**src/rtl/bus_arbiter_pkg.sv**
```systemverilog
// Shared types for the ibus/dbus to memory arbiter.
// FSM state, owner, core-side bus bundles and latched memory request.
package bus_arbiter_pkg;

  localparam int XLEN = 64;

  typedef enum logic [1:0] {
    IDLE,
    REQ,
    WAIT,
    DONE
  } arb_state_t;

  typedef enum logic [1:0] {
    NONE,
    IBUS,
    DBUS
  } arb_owner_t;

  typedef struct packed {
    logic            valid;
    logic [XLEN-1:0] addr;
  } ibus_req_t;

  typedef struct packed {
    logic        addr_ok;
    logic        data_ok;
    logic [31:0] data;
  } ibus_resp_t;

  typedef struct packed {
    logic            valid;
    logic [XLEN-1:0] addr;
    logic [2:0]      size;
    logic [7:0]      strobe;
    logic [XLEN-1:0] data;
  } dbus_req_t;

  typedef struct packed {
    logic            addr_ok;
    logic            data_ok;
    logic [XLEN-1:0] data;
  } dbus_resp_t;

  typedef struct packed {
    logic            write;
    logic [XLEN-1:0] addr;
    logic [2:0]      size;
    logic [7:0]      strobe;
    logic [XLEN-1:0] data;
  } mem_req_t;

  function automatic logic [31:0] ibus_slice(
    input logic [XLEN-1:0] d,
    input logic            hi
  );
    return hi ? d[63:32] : d[31:0];
  endfunction

endpackage

```
**src/rtl/bus_arbiter_picker.sv**
```systemverilog
// Grant decision: dbus first unless ibus has starved for LIMIT grants.
// Ports: ivalid/dvalid/cnt in; grant_i/grant_d/cnt_next out.
module bus_arbiter_picker #(
  parameter int LIMIT = 4,
  parameter int CW    = 3
) (
  input  logic          ivalid,
  input  logic          dvalid,
  input  logic [CW-1:0] cnt,
  output logic          grant_i,
  output logic          grant_d,
  output logic [CW-1:0] cnt_next
);

  logic starved;
  logic sat;

  assign starved = ivalid && (cnt == CW'(LIMIT));
  assign sat     = (cnt == CW'(LIMIT));
  assign grant_d = dvalid && !starved;
  assign grant_i = ivalid && !grant_d;

  always_comb begin
    cnt_next = cnt;
    unique case (1'b1)
      grant_i:           cnt_next = '0;
      grant_d && ivalid: cnt_next = sat ? cnt : cnt + 1'b1;
      default:           cnt_next = cnt;
    endcase
  end

endmodule

```
**src/rtl/bus_arbiter.sv**
```systemverilog
// Serialises core ibus/dbus requests onto one memory channel.
// Ports: clk, reset(async low), ireq/iresp, dreq/dresp, mreq_*, mresp_*.
module bus_arbiter
  import bus_arbiter_pkg::*;
#(
  parameter int ADDR_W       = 64,
  parameter int DATA_W       = 64,
  parameter int STARVE_LIMIT = 4
) (
  input  logic              clk,
  input  logic              reset,
  input  ibus_req_t         ireq,
  output ibus_resp_t        iresp,
  input  dbus_req_t         dreq,
  output dbus_resp_t        dresp,
  output logic              mreq_valid,
  input  logic              mreq_ready,
  output logic [ADDR_W-1:0] mreq_addr,
  output logic              mreq_write,
  output logic [2:0]        mreq_size,
  output logic [7:0]        mreq_strobe,
  output logic [DATA_W-1:0] mreq_data,
  input  logic              mresp_valid,
  input  logic [DATA_W-1:0] mresp_data
);

  localparam int CW = $clog2(STARVE_LIMIT + 1);

  arb_state_t      state;
  arb_state_t      state_d;
  arb_owner_t      owner;
  mem_req_t        req_q;
  logic [CW-1:0]   cnt;
  logic [CW-1:0]   cnt_next;
  logic [XLEN-1:0] rdata_q;
  logic            iaok_q;
  logic            daok_q;
  logic            grant_i;
  logic            grant_d;
  logic            idone;
  logic            ddone;

  bus_arbiter_picker #(
    .LIMIT(STARVE_LIMIT),
    .CW   (CW)
  ) u_arb_picker (
    .ivalid  (ireq.valid),
    .dvalid  (dreq.valid),
    .cnt     (cnt),
    .grant_i (grant_i),
    .grant_d (grant_d),
    .cnt_next(cnt_next)
  );

  always_comb begin
    state_d = state;
    unique case (state)
      IDLE: if (grant_i || grant_d) state_d = REQ;
      REQ:
        if (mreq_ready)
          state_d = mresp_valid ? DONE : WAIT;
      WAIT: if (mresp_valid) state_d = DONE;
      DONE: state_d = IDLE;
      default: state_d = IDLE;
    endcase
  end

  always_ff @(posedge clk or negedge reset) begin
    if (!reset) begin
      state      <= IDLE;
      owner      <= NONE;
      cnt        <= '0;
      req_q      <= '0;
      mreq_valid <= 1'b0;
      rdata_q    <= '0;
      iaok_q     <= 1'b0;
      daok_q     <= 1'b0;
    end else begin
      state  <= state_d;
      iaok_q <= 1'b0;
      daok_q <= 1'b0;
      unique case (state)
        IDLE: begin
          cnt <= cnt_next;
          if (grant_d) begin
            owner      <= DBUS;
            mreq_valid <= 1'b1;
            req_q      <= '{write:  |dreq.strobe,
                            addr:   dreq.addr,
                            size:   dreq.size,
                            strobe: dreq.strobe,
                            data:   dreq.data};
          end else if (grant_i) begin
            owner      <= IBUS;
            mreq_valid <= 1'b1;
            req_q      <= '{write:  1'b0,
                            addr:   ireq.addr,
                            size:   3'd2,
                            strobe: 8'h00,
                            data:   '0};
          end
        end
        REQ: begin
          if (mreq_ready) begin
            mreq_valid <= 1'b0;
            iaok_q     <= (owner == IBUS);
            daok_q     <= (owner == DBUS);
            if (mresp_valid)
              rdata_q <= mresp_data[XLEN-1:0];
          end
        end
        WAIT: begin
          if (mresp_valid)
            rdata_q <= mresp_data[XLEN-1:0];
        end
        DONE: owner <= NONE;
        default: owner <= NONE;
      endcase
    end
  end

  // data_ok is withheld if the owner dropped valid early
  assign idone = (state == DONE) && (owner == IBUS) && ireq.valid;
  assign ddone = (state == DONE) && (owner == DBUS) && dreq.valid;

  assign iresp = '{addr_ok: iaok_q,
                   data_ok: idone,
                   data:    idone ? ibus_slice(rdata_q, req_q.addr[2])
                                  : 32'h0};
  assign dresp = '{addr_ok: daok_q,
                   data_ok: ddone,
                   data:    ddone ? rdata_q : '0};

  assign mreq_addr   = req_q.addr[ADDR_W-1:0];
  assign mreq_write  = req_q.write;
  assign mreq_size   = req_q.size;
  assign mreq_strobe = req_q.strobe;
  assign mreq_data   = req_q.data[DATA_W-1:0];

  ibus_hold: assert property (@(posedge clk) disable iff (!reset)
    (state != IDLE && owner == IBUS) |-> ireq.valid);
  dbus_hold: assert property (@(posedge clk) disable iff (!reset)
    (state != IDLE && owner == DBUS) |-> dreq.valid);

endmodule

```
**config.mk**
```make
export PLATFORM = sky130hd
export DESIGN_NAME = bus_arbiter
export DESIGN_NICKNAME = d
export VERILOG_FILES = /design/src/rtl/bus_arbiter_pkg.sv /design/src/rtl/bus_arbiter_picker.sv /design/src/rtl/bus_arbiter.sv
export SDC_FILE = /design/constraint.sdc
export NUM_CORES = 1
export LEC_CHECK = 0
export ABC_AREA = 0
export BUFFER_PORTS_ARGS = -buffer_cell sky130_fd_sc_hd__buf_2
export CAP_MARGIN = 10
export CORE_AREA = 2 2 202 204
export CTS_CLUSTER_DIAMETER = 40
export DETAILED_ROUTE_END_ITERATION = 10
export DIE_AREA = 0 0 204 206
export GPL_TIMING_DRIVEN = 0
export PLACE_DENSITY = 0.58
export SYNTH_ARGS = -nofsm -noshare
export SYNTH_HDL_FRONTEND = slang
export SYNTH_SLANG_ARGS = --single-unit
```
**constraint.sdc**
```tcl
create_clock -name clk -period 1.7 [get_ports clk]
set_input_delay 0.34 -clock clk [delete_from_list [all_inputs] [get_ports clk]]
set_output_delay 0.34 -clock clk [all_outputs]
set_load 0.005 [all_outputs]
```
== Word level (Yosys, flattened, before mapping) ==
Cells that the tools add are included.

* Register bits after elaboration: 214
* Word-level logic and storage cells: 74
* Memory bits (read-only): 0
* Latch bits: 0
* Input port bits: 273
* Memories kept: 0
* Output and inout port bits: 241
* Bits in writable memories: 0

* Equal/unequal tests: 11
* Bitwise gates (word level): 0
* Shift-type cells: 0
* $add $sub $neg: 1
* $lt $le $gt $ge: 0
* Multiply operators: 0
* Reductions and logical operators: 24
* Divide/modulo/power cells: 0
* Mux-type cells: 26

{| class="wikitable"
|+ Operator list
! operator !! count
|-
| 140-bit 2-to-1 mux || 2
|-
| 64-bit 2-to-1 mux || 3
|-
| 64-bit one-hot mux with 2 select lines || 1
|-
| 32-bit 2-to-1 mux || 2
|-
| 2-bit 2-to-1 mux || 5
|-
| 2-bit nonzero test || 5
|-
| 3-bit AND reduction || 3
|-
| 1-bit logical AND || 8
|-
| 1-bit 2-to-1 mux || 8
|-
| 2-bit inequality test, second input constant || 4
|-
| 2-bit one-hot mux with 4 select lines || 1
|-
| 8-bit OR reduction || 1
|-
| 2-bit equality test, second input constant || 3
|-
| 3-bit one-hot mux with 2 select lines || 1
|-
| 2-bit AND reduction || 3
|-
| 2-bit by 1-bit equality test with 1-bit output, second input constant || 2
|-
| 2-bit one-hot mux with 2 select lines || 1
|-
| 3-bit by 1-bit adder with 3-bit output, second input constant || 1
|-
| 3-bit equality test, second input constant || 1
|-
| 3-bit 2-to-1 mux || 1
|-
| 3-bit inequality test, second input constant || 1
|-
| 1-bit logical NOT || 2
|-
| 2-bit logical NOT || 1
|-
| 1-bit one-hot mux with 2 select lines || 1
|-
| 1-bit logical OR || 1
|}

== Logic depth before layout (Yosys ltp) ==
* Depth in word-level cells: 9
* Gate-level depth with buffers: 9
* Mapped depth without buffers: 6

== By module ==
Synthesis repeated with hierarchy kept, for this count alone.

* Cells, all modules: 806
* Area, all modules: 9,598.0 µm²

{| class="wikitable"
|+ By module, submodules not included
! module !! instances !! cells each !! area an instance (µm²)
|-
| bus_arbiter || 1 || 789 || 9,480.3
|-
| bus_arbiter_picker || 1 || 17 || 117.6
|}

== Worst setup path after synthesis ==
Ideal clock, no wire load.

* Kind: register -> output
* Start point: reg state[0]
* End point: out dresp[10] (netlist name)
* Path slack: 0.042 ns
* Arrival: 1.318 ns
* Stages on the path, launching flop included: 6
* Path buffers: 2
* Cells stage by stage: dfrtp_1 -> ha_1 -> and4b_1 -> clkbuf_2 -> clkbuf_2 -> and2_1

{| class="wikitable"
|+ RTL lines
! element !! line !! RTL
|-
| start, declared || bus_arbiter.sv:29 || <nowiki>arb_state_t state;</nowiki>
|-
| start signal, assigned || bus_arbiter.sv:79 || <nowiki>state <= state_d;</nowiki>
|-
| end, declared || bus_arbiter.sv:15 || <nowiki>output dbus_resp_t dresp,</nowiki>
|}

==> results.sh <==
export IMPL_grt_pass1_wl_um=55800
export IMPL_worst_pin_slew_ps=884
export IMPL_syn_inst=865
export IMPL_yosys_top_cells_area="dfrtp_1 55%, mux2_4 9.2%, a22o_1 6.4%"
export IMPL_wl_um=40400
export IMPL_path_max_fanout=10
export IMPL_endpoint_kind="output pin"
export IMPL_p_leak_uw=0.00866
export IMPL_first_pass_iters=5
export IMPL_p_sw_uw=10700
export IMPL_cts_htree_levels=2
export IMPL_start_util_pct=24.4
export IMPL_final_max_slew_viol_count=0
export IMPL_worstHoldPathType="in2reg"
export IMPL_async_flop_share_pct=100
export IMPL_period_minus_slack_ps=2350
export IMPL_pwr_share_clk_pct=27.3
export IMPL_synth_area_um2=9790
export IMPL_fp_dieH_um=206
export IMPL_fillers=3775
export IMPL_area_growth_pct=75.2
export IMPL_insertion_delay_ps=540
export IMPL_internal_power_uw=20500
export IMPL_drive_above_1_share_pct=57.0
export IMPL_place_gp_congestion=0.869
export IMPL_dp_hpwl_um=27100
export IMPL_layout_setup_ws_ps=-652
export IMPL_cts_max_path_buffers=3
export IMPL_worst_setup_path_type="reg2out"
export IMPL_cts_tree="done"
export IMPL_yosysSeqAreaShare_pct=54.7
export IMPL_share_comb_of_total_power_pct=41.8
export IMPL_row_count=74
export IMPL_final_area_um2=17200
export IMPL_finalSetupViolCount=302
export IMPL_clockRootBuffer="clkbuf_16"
export IMPL_antenna_found_initial=3
export IMPL_gr_usage_met2_pct=30.0
export IMPL_ys_flop_type="dfrtp_1"
export IMPL_hold_violations=0
export IMPL_dieWidth_um=204
export IMPL_synth_edf_count=0
export IMPL_met3_usage_pct=5.19
export IMPL_rsz0062_at_grt="yes"
export IMPL_critical_path_cell_chain="ha_4, and4b_2, clkbuf_16, buf_8, and2_1, buf_2"
export IMPL_busiest_layer="met2"
export IMPL_synth_top_cell_area_share_pct=54.7
export IMPL_routedWlPerCell_um=19.3
export IMPL_use_met1_pct=20.5
export IMPL_power_frac_seq_pct=31.0
export IMPL_track_usage_pct=17.5
export IMPL_syn_nets=1144
export IMPL_drv_cap=0
export IMPL_p_per_area_nw_per_um2=1820
export IMPL_dpl_cell_area_um2=13000
export IMPL_crit_path_top_delay_cell="dfrtp_2"
export IMPL_pin_count=514
export IMPL_regArea_um2=5360
export IMPL_grt_pass1_vias=9517
export IMPL_drt_iter0_markers=359
export IMPL_p_sw_share_pct=34.3
export IMPL_grt_overflow=0
export IMPL_yosys_warnings=0
export IMPL_outcome="finished, violations left"
export IMPL_crit_path_max_incr_delay_ps=420
export IMPL_max_slew_margin_pct=41.1
export IMPL_nNetsFinal=1811
export IMPL_max_freq_mhz=425
export IMPL_num_vias=9560
export IMPL_dieArea_um2=42000
export IMPL_drc=0
export IMPL_cp_arrival_ps=2010
export IMPL_vias_per_cell=4.56
export IMPL_clock_skew_ps=21.2
export IMPL_cts_sinks=214
export IMPL_path_clk_slew_ps=60
export IMPL_avgSynthCellArea_um2=11.3
export IMPL_ys_types=38
export IMPL_period_share_pct=138
export IMPL_start_kind="flip-flop"
export IMPL_ys_ff_latch=214
export IMPL_cts_buffers=41
export IMPL_violations="negative setup slack"
export IMPL_critical_path_required_ps=1360
export IMPL_synth_area_leader_cell="dfrtp_1"
export IMPL_port_buffers=511
export IMPL_peakVddDrop_v=0.000862
export IMPL_core_um2=40200
export IMPL_postRouteAntennaNets=0
export IMPL_multi_input_area_um2=4610
export IMPL_p_total_uw=31200
export IMPL_grt_max_degree=109
## registers in the layout (all words and copies together) (netlist names)
name	count
iaok_q	1
owner	2
state	2
mreq_write	1
rdata_q	64
mreq_data	64
mreq_strobe	8
cnt	3
daok_q	1
mreq_valid	1
mreq_addr	64
mreq_size	3
## routing by layer
layer	vias up	wire [µm]
met5	-	25
met4	4	1270
met3	76	2960
met2	450	20100
met1	4677	16000
li1	4353	-
## path summary, 6_finish.rpt
| check | from | end | slack, ps | cells past startpoint |
|---|---|---|---|---|
| worst min register to register | mreq_data[63] | mreq_data[63] | 490 | 2 |
| worst max-delay path | state[0] | dresp[29] | -650 | 6 |
| max in group asynchronous | reset | rdata_q[7] | 160 | 3 |
| min in group asynchronous | reset | rdata_q[28] | 450 | 2 |
| worst min-delay path | dreq[61] | mreq_data[61] | 40 | 2 |
| worst max register to register | state[1] | mreq_addr[1] | -250 | 11 |
## layout make-up
type / count / share of cell area (%)
Sequential cell: 214 / 31.2
Inverter: 8 / 0.248
Clock buffer: 47 / 6.35
Antenna cell: 1 / 0.0146
Multi-Input combinational cell: 571 / 26.9
Clock inverter: 28 / 2.05
Buffer: 69 / 4.96
Tap cell: 532 / 3.88
Timing Repair Buffer: 627 / 24.4
## power by group through the flow
stage	Clock [µW]	Combinational (µW)	Sequential [µW]
3_3_place_gp	0	9860	9390
4_1_cts	8690	11400	9500
2_1_floorplan	0	5880	9210
3_5_place_dp	0	10000	9430
5_1_grt	8960	14000	9920
6_report	8500	13000	9670
## cell usage after synthesis, types with 4 or more instances
cell type / n
dfrtp_1: 214
a21oi_1: 109
nor2_1: 89
nand2_1: 78
a22o_1: 72
and2_1: 65
mux2_4: 60
mux2i_1: 32
buf_2: 30
clkbuf_1: 16
o21ai_0: 12
buf_4: 11
nand3_1: 11
a22oi_1: 10
inv_1: 8
buf_12: 6
clkbuf_2: 6
ha_1: 6
mux2_2: 4
## kinds of logic after synthesis
family | count (synthesis) | share of synthesized area, %
buffers and inverters | 80 | 5.18
AOI/OAI and AO/OA | 212 | 14.1
muxes | 96 | 12.9
and+or+nand+nor | 257 | 12.3
adders and majority gates | 6 | 0.767
DFF | 214 | 54.7
## what timing repair did
item                                   4_1_cts  5_1_grt
gates cloned                                 8        9
resized for setup                          189      181
setup buffers                               16       15
endpoints found under the hold margin      172        0
setup endpoints to repair                  301      336
pin swaps                                   45       31
hold buffers                                71        0
## stage by stage
stage          setup WS, ps  hold slack, ps  util [%]  TNS [ps]  cells
6_report               -652            35.4      42.7    -85240   2097
5_1_grt                -719            7.12      42.7   -109770   2097
4_1_cts                -680           0.222      40.2    -74660   2078
3_5_place_dp           -654             455      32.5    -91670   1909
3_3_place_gp          -3630             455      32.4   -852190   1908
2_1_floorplan          41.7            44.4         -         0    865
## cells in the final DEF, fill, tap and decap left out, types with 10 or more instances in the layout
| master | instances |
|---|---|
| nand2_1 | 78 |
| and2_1 | 34 |
| a22o_1 | 72 |
| dlygate4sd3_1 | 71 |
| mux2_4 | 60 |
| a21oi_1 | 78 |
| nand3_1 | 10 |
| buf_2 | 482 |
| o21ai_0 | 12 |
| buf_12 | 17 |
| and2_4 | 31 |
| buf_6 | 55 |
| buf_8 | 18 |
| nor2_4 | 25 |
| dfrtp_1 | 213 |
| mux2i_1 | 18 |
| nor2_1 | 59 |
| buf_4 | 25 |
| a21oi_2 | 23 |
| clkbuf_16 | 54 |
## critical path, delay by kind of cell (launching register included)
family | cells | cell delay, ps
buf+inv | 3 | 460
simple gates | 2 | 420
flops | 1 | 420
fa+ha+maj | 1 | 180
(Power assumes the default switching activity.)
